**src/rtl/uart_dna_rx.sv**
```systemverilog
// UART receiver (4x oversampling, optional parity) feeding a byte-to-packet
// assembler that rebuilds the peer's 64-bit device-DNA code word.
module uart_dna_rx #(
    parameter int PKT_BYTES      = 8,
    parameter int TIMEOUT_CYCLES = 50000
) (
    input  logic        i_clk,
    input  logic        i_rst_h,
    input  logic        i_en_h,
    input  logic [15:0] i_div,
    input  logic        i_parity_en_h,
    input  logic        i_parity_type_el_oh,
    input  logic        i_rx,
    output logic [7:0]  o_byte,
    output logic        o_byte_vld_h,
    output logic [63:0] o_code,
    output logic        o_code_vld_h,
    output logic        o_frame_err_h,
    output logic        o_parity_err_h,
    output logic        o_busy_h
);

    localparam int CW = $clog2(PKT_BYTES + 1);
    localparam int TW = $clog2(TIMEOUT_CYCLES + 1);

    typedef enum logic [2:0] {
        S_IDLE,
        S_START,
        S_DATA,
        S_PARITY,
        S_STOP,
        S_BREAK
    } state_t;

    state_t      state_reg, state_next;
    logic        rx_meta, rx_sync, rx_prev;
    logic [15:0] div_eff, div_cnt;
    logic [1:0]  tick_cnt;
    logic [2:0]  bit_cnt;
    logic [7:0]  data_sh;
    logic        par_err_reg;
    logic        tick, falling, mid_start, bit_end;
    logic        start_go, take_data, take_par, stop_ok, stop_ferr, stop_perr;

    assign div_eff   = (i_div == 16'd0) ? 16'd1 : i_div;
    assign tick      = (state_reg != S_IDLE) && (div_cnt == div_eff - 16'd1);
    assign falling   = rx_prev & ~rx_sync;
    assign mid_start = tick && (tick_cnt == 2'd1);
    assign bit_end   = tick && (tick_cnt == 2'd3);
    assign o_busy_h  = (state_reg != S_IDLE);

    always_comb begin
        state_next = state_reg;
        start_go   = 1'b0;
        take_data  = 1'b0;
        take_par   = 1'b0;
        stop_ok    = 1'b0;
        stop_ferr  = 1'b0;
        stop_perr  = 1'b0;
        case (state_reg)
            S_IDLE: begin
                if (falling) begin
                    start_go   = 1'b1;
                    state_next = S_START;
                end
            end
            S_START: begin
                if (mid_start) begin
                    state_next = rx_sync ? S_IDLE : S_DATA;
                end
            end
            S_DATA: begin
                if (bit_end) begin
                    take_data = 1'b1;
                    if (bit_cnt == 3'd7) begin
                        state_next = i_parity_en_h ? S_PARITY : S_STOP;
                    end
                end
            end
            S_PARITY: begin
                if (bit_end) begin
                    take_par   = 1'b1;
                    state_next = S_STOP;
                end
            end
            S_STOP: begin
                if (bit_end) begin
                    if (!rx_sync) begin
                        stop_ferr  = 1'b1;
                        state_next = S_BREAK;
                    end else if (par_err_reg) begin
                        stop_perr  = 1'b1;
                        state_next = S_IDLE;
                    end else begin
                        stop_ok    = 1'b1;
                        state_next = S_IDLE;
                    end
                end
            end
            S_BREAK: begin
                if (rx_sync) begin
                    state_next = S_IDLE;
                end
            end
            default: state_next = S_IDLE;
        endcase
        if (!i_en_h) begin
            state_next = S_IDLE;
            start_go   = 1'b0;
            take_data  = 1'b0;
            take_par   = 1'b0;
            stop_ok    = 1'b0;
            stop_ferr  = 1'b0;
            stop_perr  = 1'b0;
        end
    end

    always_ff @(posedge i_clk or posedge i_rst_h) begin
        if (i_rst_h) begin
            rx_meta        <= 1'b1;
            rx_sync        <= 1'b1;
            rx_prev        <= 1'b1;
            state_reg      <= S_IDLE;
            div_cnt        <= 16'd0;
            tick_cnt       <= 2'd0;
            bit_cnt        <= 3'd0;
            data_sh        <= 8'd0;
            par_err_reg    <= 1'b0;
            o_byte         <= 8'd0;
            o_byte_vld_h   <= 1'b0;
            o_frame_err_h  <= 1'b0;
            o_parity_err_h <= 1'b0;
        end else begin
            rx_meta   <= i_rx;
            rx_sync   <= rx_meta;
            rx_prev   <= rx_sync;
            state_reg <= state_next;

            if (!i_en_h || state_reg == S_IDLE || tick) begin
                div_cnt <= 16'd0;
            end else begin
                div_cnt <= div_cnt + 16'd1;
            end

            // Realign the tick phase at mid start bit so data bits sample at their centres
            if (state_reg == S_IDLE || (state_reg == S_START && mid_start)) begin
                tick_cnt <= 2'd0;
            end else if (tick) begin
                tick_cnt <= tick_cnt + 2'd1;
            end

            if (start_go) begin
                bit_cnt     <= 3'd0;
                par_err_reg <= 1'b0;
            end
            if (take_data) begin
                data_sh <= {rx_sync, data_sh[7:1]};
                bit_cnt <= bit_cnt + 3'd1;
            end
            if (take_par) begin
                par_err_reg <= ((^data_sh) ^ rx_sync) != i_parity_type_el_oh;
            end

            o_byte_vld_h   <= stop_ok;
            o_frame_err_h  <= stop_ferr;
            o_parity_err_h <= stop_perr;
            if (stop_ok) begin
                o_byte <= data_sh;
            end
        end
    end

    logic [CW-1:0] byte_cnt, byte_cnt_next;
    logic [TW-1:0] idle_cnt;
    logic [63:0]   shadow;
    logic          to_expire;

    // A byte arriving on the expiry cycle starts a fresh packet
    assign to_expire     = (byte_cnt != '0) && (idle_cnt == TW'(TIMEOUT_CYCLES - 1));
    assign byte_cnt_next = to_expire ? CW'(1) : byte_cnt + CW'(1);

    always_ff @(posedge i_clk or posedge i_rst_h) begin
        if (i_rst_h) begin
            byte_cnt     <= '0;
            idle_cnt     <= '0;
            shadow       <= 64'd0;
            o_code       <= 64'd0;
            o_code_vld_h <= 1'b0;
        end else begin
            o_code_vld_h <= 1'b0;
            if (!i_en_h || o_frame_err_h || o_parity_err_h) begin
                byte_cnt <= '0;
                idle_cnt <= '0;
            end else if (o_byte_vld_h) begin
                shadow   <= {shadow[55:0], o_byte};
                idle_cnt <= '0;
                if (byte_cnt_next == CW'(PKT_BYTES)) begin
                    o_code       <= {shadow[55:0], o_byte};
                    o_code_vld_h <= 1'b1;
                    byte_cnt     <= '0;
                end else begin
                    byte_cnt <= byte_cnt_next;
                end
            end else if (to_expire) begin
                byte_cnt <= '0;
                idle_cnt <= '0;
            end else if (byte_cnt != '0) begin
                idle_cnt <= idle_cnt + TW'(1);
            end
        end
    end

endmodule

```
**config.mk**
```make
export PLATFORM = sky130hd
export DESIGN_NAME = uart_dna_rx
export DESIGN_NICKNAME = d
export VERILOG_FILES = /design/src/rtl/uart_dna_rx.sv
export SDC_FILE = /design/constraint.sdc
export NUM_CORES = 1
export LEC_CHECK = 0
export CELL_PAD_IN_SITES_DETAIL_PLACEMENT = 2
export CELL_PAD_IN_SITES_GLOBAL_PLACEMENT = 2
export CORE_MARGIN = 2
export CORE_UTILIZATION = 38
export CTS_CLUSTER_SIZE = 16
export DETAILED_ROUTE_END_ITERATION = 6
export MAX_ROUTING_LAYER = met4
export PLACE_DENSITY_LB_ADDON = 0.3
export REMOVE_ABC_BUFFERS = 1
export SYNTH_ARGS = -nofsm -noshare
export SYNTH_HDL_FRONTEND = slang
export SYNTH_SLANG_ARGS = --single-unit
```
**constraint.sdc**
```tcl
create_clock -name i_clk -period 8.4 [get_ports i_clk]
set_input_delay 1.68 -clock i_clk [delete_from_list [all_inputs] [get_ports i_clk]]
set_output_delay 1.68 -clock i_clk [all_outputs]
set_load 0.01 [all_outputs]
```
Yosys cells after proc, flatten, opt, wreduce, memory -nomap -nowiden
Cells that the tools add are included.

cells by class
  reduce and logical (&&, ||, !) cells = 24
  equality and inequality tests = 19
  add/sub/neg operators = 6
  bitwise gates (word level) = 4
  multiplexer cells = 54

operators by type and width
  operator                                                               number
  16-bit 2-to-1 mux                                                      6
  3-bit 2-to-1 mux                                                       12
  16-bit by 1-bit adder with 16-bit output, second input constant        2
  1-bit 2-to-1 mux                                                       27
  3-bit inequality test, second input constant                           7
  4-bit 2-to-1 mux                                                       5
  3-bit one-hot mux with 6 select lines                                  1
  16-bit equality test                                                   1
  16-bit equality test, second input constant                            1
  16-bit logical NOT                                                     1
  16-bit by 1-bit subtractor with 16-bit output, second input constant   1
  3-bit equality test, second input constant                             3
  4-bit nonzero test                                                     2
  8-bit XOR reduction                                                    1
  7-bit AND reduction                                                    1
  3-bit by 2-bit equality test with 1-bit output, second input constant  2
  2-bit 2-to-1 mux                                                       3
  2-bit nonzero test                                                     3
  3-bit nonzero test                                                     2
  1-bit logical AND                                                      5
  1-bit logical OR                                                       5
  4-bit by 1-bit adder with 4-bit output, second input constant          1
  4-bit equality test, second input constant                             1
  3-bit by 1-bit adder with 3-bit output, second input constant          1
  other kinds (12)                                                       13

storage, ports and cells
  input bits = 22
  register bits = 188
  word-level logic and storage cells = 125
  output and inout bits = 77

Logic depth before layout (Yosys ltp)
  depth after elaboration = 10
  gate-level depth with buffers = 13
  depth with buffers taken out = 12

Worst setup path before layout
No wires, ideal clock.

  path kind = input-to-reg
  start = input port i_div[9]
  end = register o_byte[0]
  library setup time = 0.125 ns
  buffers on the path = 0
  data required time = 8.275 ns
  setup slack = 3.062 ns
  arrival = 5.213 ns
  stages = 11
  path through = nor4_1 -> and4_1 -> a21oi_1 -> ha_1 -> or3_1 -> a31o_2 -> or4_4 -> nor4_4 -> nand4_2 -> nor4_4 -> mux2_2

on the way
  longest elaborated chain between the ends = 9

RTL lines
  element                                          line  source
  start: declaration                               10    input logic [15:0] i_div,
  16-bit logical NOT                               45    assign div_eff = (i_div == 16'd0) ? 16'd1 : i_div;
  16-bit 2-to-1 mux *                              45
  16-bit by 1-bit subtractor with 16-bit output *  46    assign tick = (state_reg != S_IDLE) && (div_cnt == div_eff - 16'd1);
  16-bit equality test *                           46
  1-bit logical AND *                              46
  1-bit logical AND *                              49    assign bit_end = tick && (tick_cnt == 2'd3);
  1-bit 2-to-1 mux *                               87    if (bit_end) begin
  1-bit 2-to-1 mux *                               60    case (state_reg)
  1-bit 2-to-1 mux *                               107   if (!i_en_h) begin
  end signal: assignment                           168   o_byte <= data_sh;
  end: declaration                                 14    output logic [7:0] o_byte,

Every way passes the cells marked *; elsewhere a longest branch is shown, timed or not.
A chain may end at the register's enable or synchronous reset.

Worst setup path after layout
Ends and elaborated chain as after synthesis.

==> results.yml <==
status:
  status: "finished, final reports clean"
critical_path:
  cp.arrival_ns: 6.34
  crit_path_start_kind: "input port"
  path_max_fanout: 8
  cp_slowest_cell: "nor4_4"
  worstReg2RegEnd: "o_byte[0]"
  endpoint_kind: "flip-flop"
  ff2ff_path_depth: 8
  startpoint: "i_div[9]"
  worst_path_most_repeated_cell: "nor4_4"
  required_ns: 8.71
  crit_end: "o_byte[0]"
  ff2ff_setup_slack_ns: 4.89
  criticalPathCategory: "input port to flip-flop"
  reg2reg_from: "div_cnt[2]"
  path_cells: "clkdlybuf4s50_1 > nor4_1 > and4_1 > a21oi_1 > ha_1 > or3_1 > a31o_2 > or4_4 > nor4_4 > nand4_2 > nor4_4 > mux2_2"
  crit_path_max_incr_delay_ns: 0.66
drt:
  detail_route.wl_per_cell_microns: 19.6
  firstDrtPassIters: 4
  drc: 0
  via_count: 5622
  antenna_left: 0
  totalWireLength_microns: 21000
  drt_iter0_drc: 181
  viasPerCell: 5.25
global_route:
  grt_pass1_wl_microns: 35300
  track_usage: 0.193
  grt_max_degree: 110
  overflow: 0
  grt_pass1_vias: 6483
  antenna_found_initial: 0
finish:
  final_cell_mix: "dfrtp_1 (185), mux2_2 (136), clkdlybuf4s50_1 (98)"
  drive_gt1_frac: 0.244
  fillers: 2136
  largest_reg_flops: 64
  final_common_cell: "dfrtp_1"
  reg_top3: "o_code x64, shadow x56"
  area_growth_pct: 21.8
  diodes: 0
  fin_nets: 809
  top_register: "o_code"
  post-route-util: 0.471
power:
  share_seq_of_total_power: 0.506
  pwr-share-comb: 0.071
  clkPwrFrac: 0.423
  swShare: 0.263
  p_sw_uw: 484
  intPower_mw: 1.36
  power_leakage_nw: 4.62
  irDropWorstVdd_mv: 0.141
  p_per_area_nw_per_um2: 179
  total_power_mw: 1.84
synthesis:
  yosysSeqAreaShare: 0.557
  synth_largest_area_cell: "dfrtp_1"
  synth_top_cell_area_share: 0.548
  synthMuxAreaShare: 0.188
  synth-simple-area-share: 0.133
  synthAdderAreaFrac: 0.0133
  synth_ff_type: "dfrtp_1"
  synth_xor_area_frac: 0.0581
  async_flop_share: 1.00
  ys_ff_latch: 188
  synth.distinct_cells: 52
  synthTopCellsByArea: "dfrtp_1 (55%), mux2_2 (18%), xnor2_1 (2.9%), xor2_1 (2.9%), nor2_1 (2.4%)"
  yosys_warnings: 0
  synth_top_family_by_area: "multiplexers"
  netlist_area_sq_um: 8450
  netlist_instances: 682
  synth_edf_count: 0
  synth_compound_area_frac: 0.0326
  syn_area_per_cell_sq_um: 12.4
sta:
  fin_setup_tns_ns: 0
  drv_slew: 0
  fin_crit_ns: 6.03
  fmax_mhz: 166
  fin_worst_skew_ns: 0.0153
  finalCritPeriodShare: 0.718
  setup_viol: 0
  max_slew.worst_pin.slew_ns: 1.00
  hold_ws_ns: 0.354
  slew_headroom: 0.331
  rsz0062_at_grt: "no"
  hold_viol: 0
placed_design:
  port_buffers: 98
  hpwlAfterDp_microns: 14500
  place.gp.congestion: 0.812
clock_network:
  clk_pin_slew_worst_paths_ns: 0.07
  clock_latency_ns: 0.43
  clockBufferDepth: 2
  cts_sinks: 188
  cts_tree: "built"
  cts-root-buf: "clkbuf_16"
  cts-resized-gates: 0
  hold_buffers: 0
  h-tree-depth: 4
  post_cts_buffers: 0
  cts_buffers: 17
floorplan:
  core_area_sq_um: 21800
  num_rows: 54
  io_pins: 99
  die_h_microns: 153
  die_area_sq_um: 23400
  fp.dieW_microns: 153
  start_util: 0.387
flow_run:
  cap_violations: 0
hold_path:
  hold_path.class: "flip-flop to flip-flop"
-- worst min path at each step --
stage / from / end / slack (ns) / cells past startpoint
after floorplan: rx_meta / rx_sync / 0.35 / 0
after global routing: rx_meta / rx_sync / 0.36 / 0
after global placement: rx_meta / rx_sync / 0.35 / 0
after CTS: rx_meta / rx_sync / 0.35 / 0
after detailed placement: rx_meta / rx_sync / 0.35 / 0
final: rx_meta / rx_sync / 0.35 / 0
-- stage by stage --
| step | instances | setup slack (ns) | cell area, sq um |
|---|---|---|---|
| 2_1_floorplan | 658 | 1.61 | 8360 |
| 3_3_place_gp | 1039 | 2.11 | 9720 |
| 3_5_place_dp | 1039 | 1.94 | 9720 |
| 4_1_cts | 1070 | 2.38 | 10300 |
| 5_1_grt | 1070 | 2.11 | 10300 |
| 6_report | 1070 | 2.37 | 10300 |
-- worst max-delay path: cells and delay by family --
family	cells	cell delay, ns
buffers and inverters	1	0.51
adder cells (fa/ha/maj)	1	0.31
multiplexers	1	0.41
AND/OR/NAND/NOR	7	3.09
AO/OA/AOI/OAI	2	0.35
-- routing by layer --
| metal | up-vias | share of wire | GRT usage | wire length [microns] |
|---|---|---|---|---|
| met3 | 20 | 0.021 | 0.0284 | 448 |
| li1 | 2596 | - | - | - |
| met5 | - | 0 | - | 0 |
| met4 | 0 | 0.012 | 0.0507 | 255 |
| met1 | 2922 | 0.43 | 0.232 | 9120 |
| met2 | 84 | 0.53 | 0.340 | 11200 |
-- cell usage after synthesis (4+ instances only) --
cell and number:
and3_1 6, and4_1 4, dfrtp_1 185, inv_1 15, nor4_1 8, nor2b_1 4, nand2_1 34, nor2_1 53
a31oi_1 8, or4_1 8, mux2i_1 6, nand4_1 4, xor2_1 28, a21oi_1 11, mux2_2 136, nor3_1 17
or2_2 5, nand3_1 30, nor3b_1 4, clkbuf_1 22, or3_1 7, o21ai_0 6, xnor2_1 28, nand2b_1 8
ha_1 9
-- kinds of logic after synthesis --
group | count (synthesis)
compound gates | 41
simple gates | 207
buf+inv | 39
flops | 188
xor+xnor | 56
mux | 142
fa+ha+maj | 9
-- cell type report --
cell class	count	area, sq um	area share
repair buffers	101	1000	0.0975
inverters	15	61.3	0.00596
clock inverters	13	125	0.0122
flip-flops and latches	188	4710	0.458
clock buffers	18	439	0.0427
well taps	280	350	0.0341
multi-input cells	455	3600	0.350
-- power groups by stage --
stage / Combinational, mW / Sequential [mW] / Clock [mW]
floorplan: 0.0831 / 0.942 / 0
global placement: 0.125 / 0.948 / 0
detailed placement: 0.133 / 0.949 / 0
CTS: 0.134 / 0.931 / 0.808
global route: 0.148 / 0.933 / 0.844
finish: 0.131 / 0.931 / 0.779
Note: power is estimated with default switching activity, not from simulation.
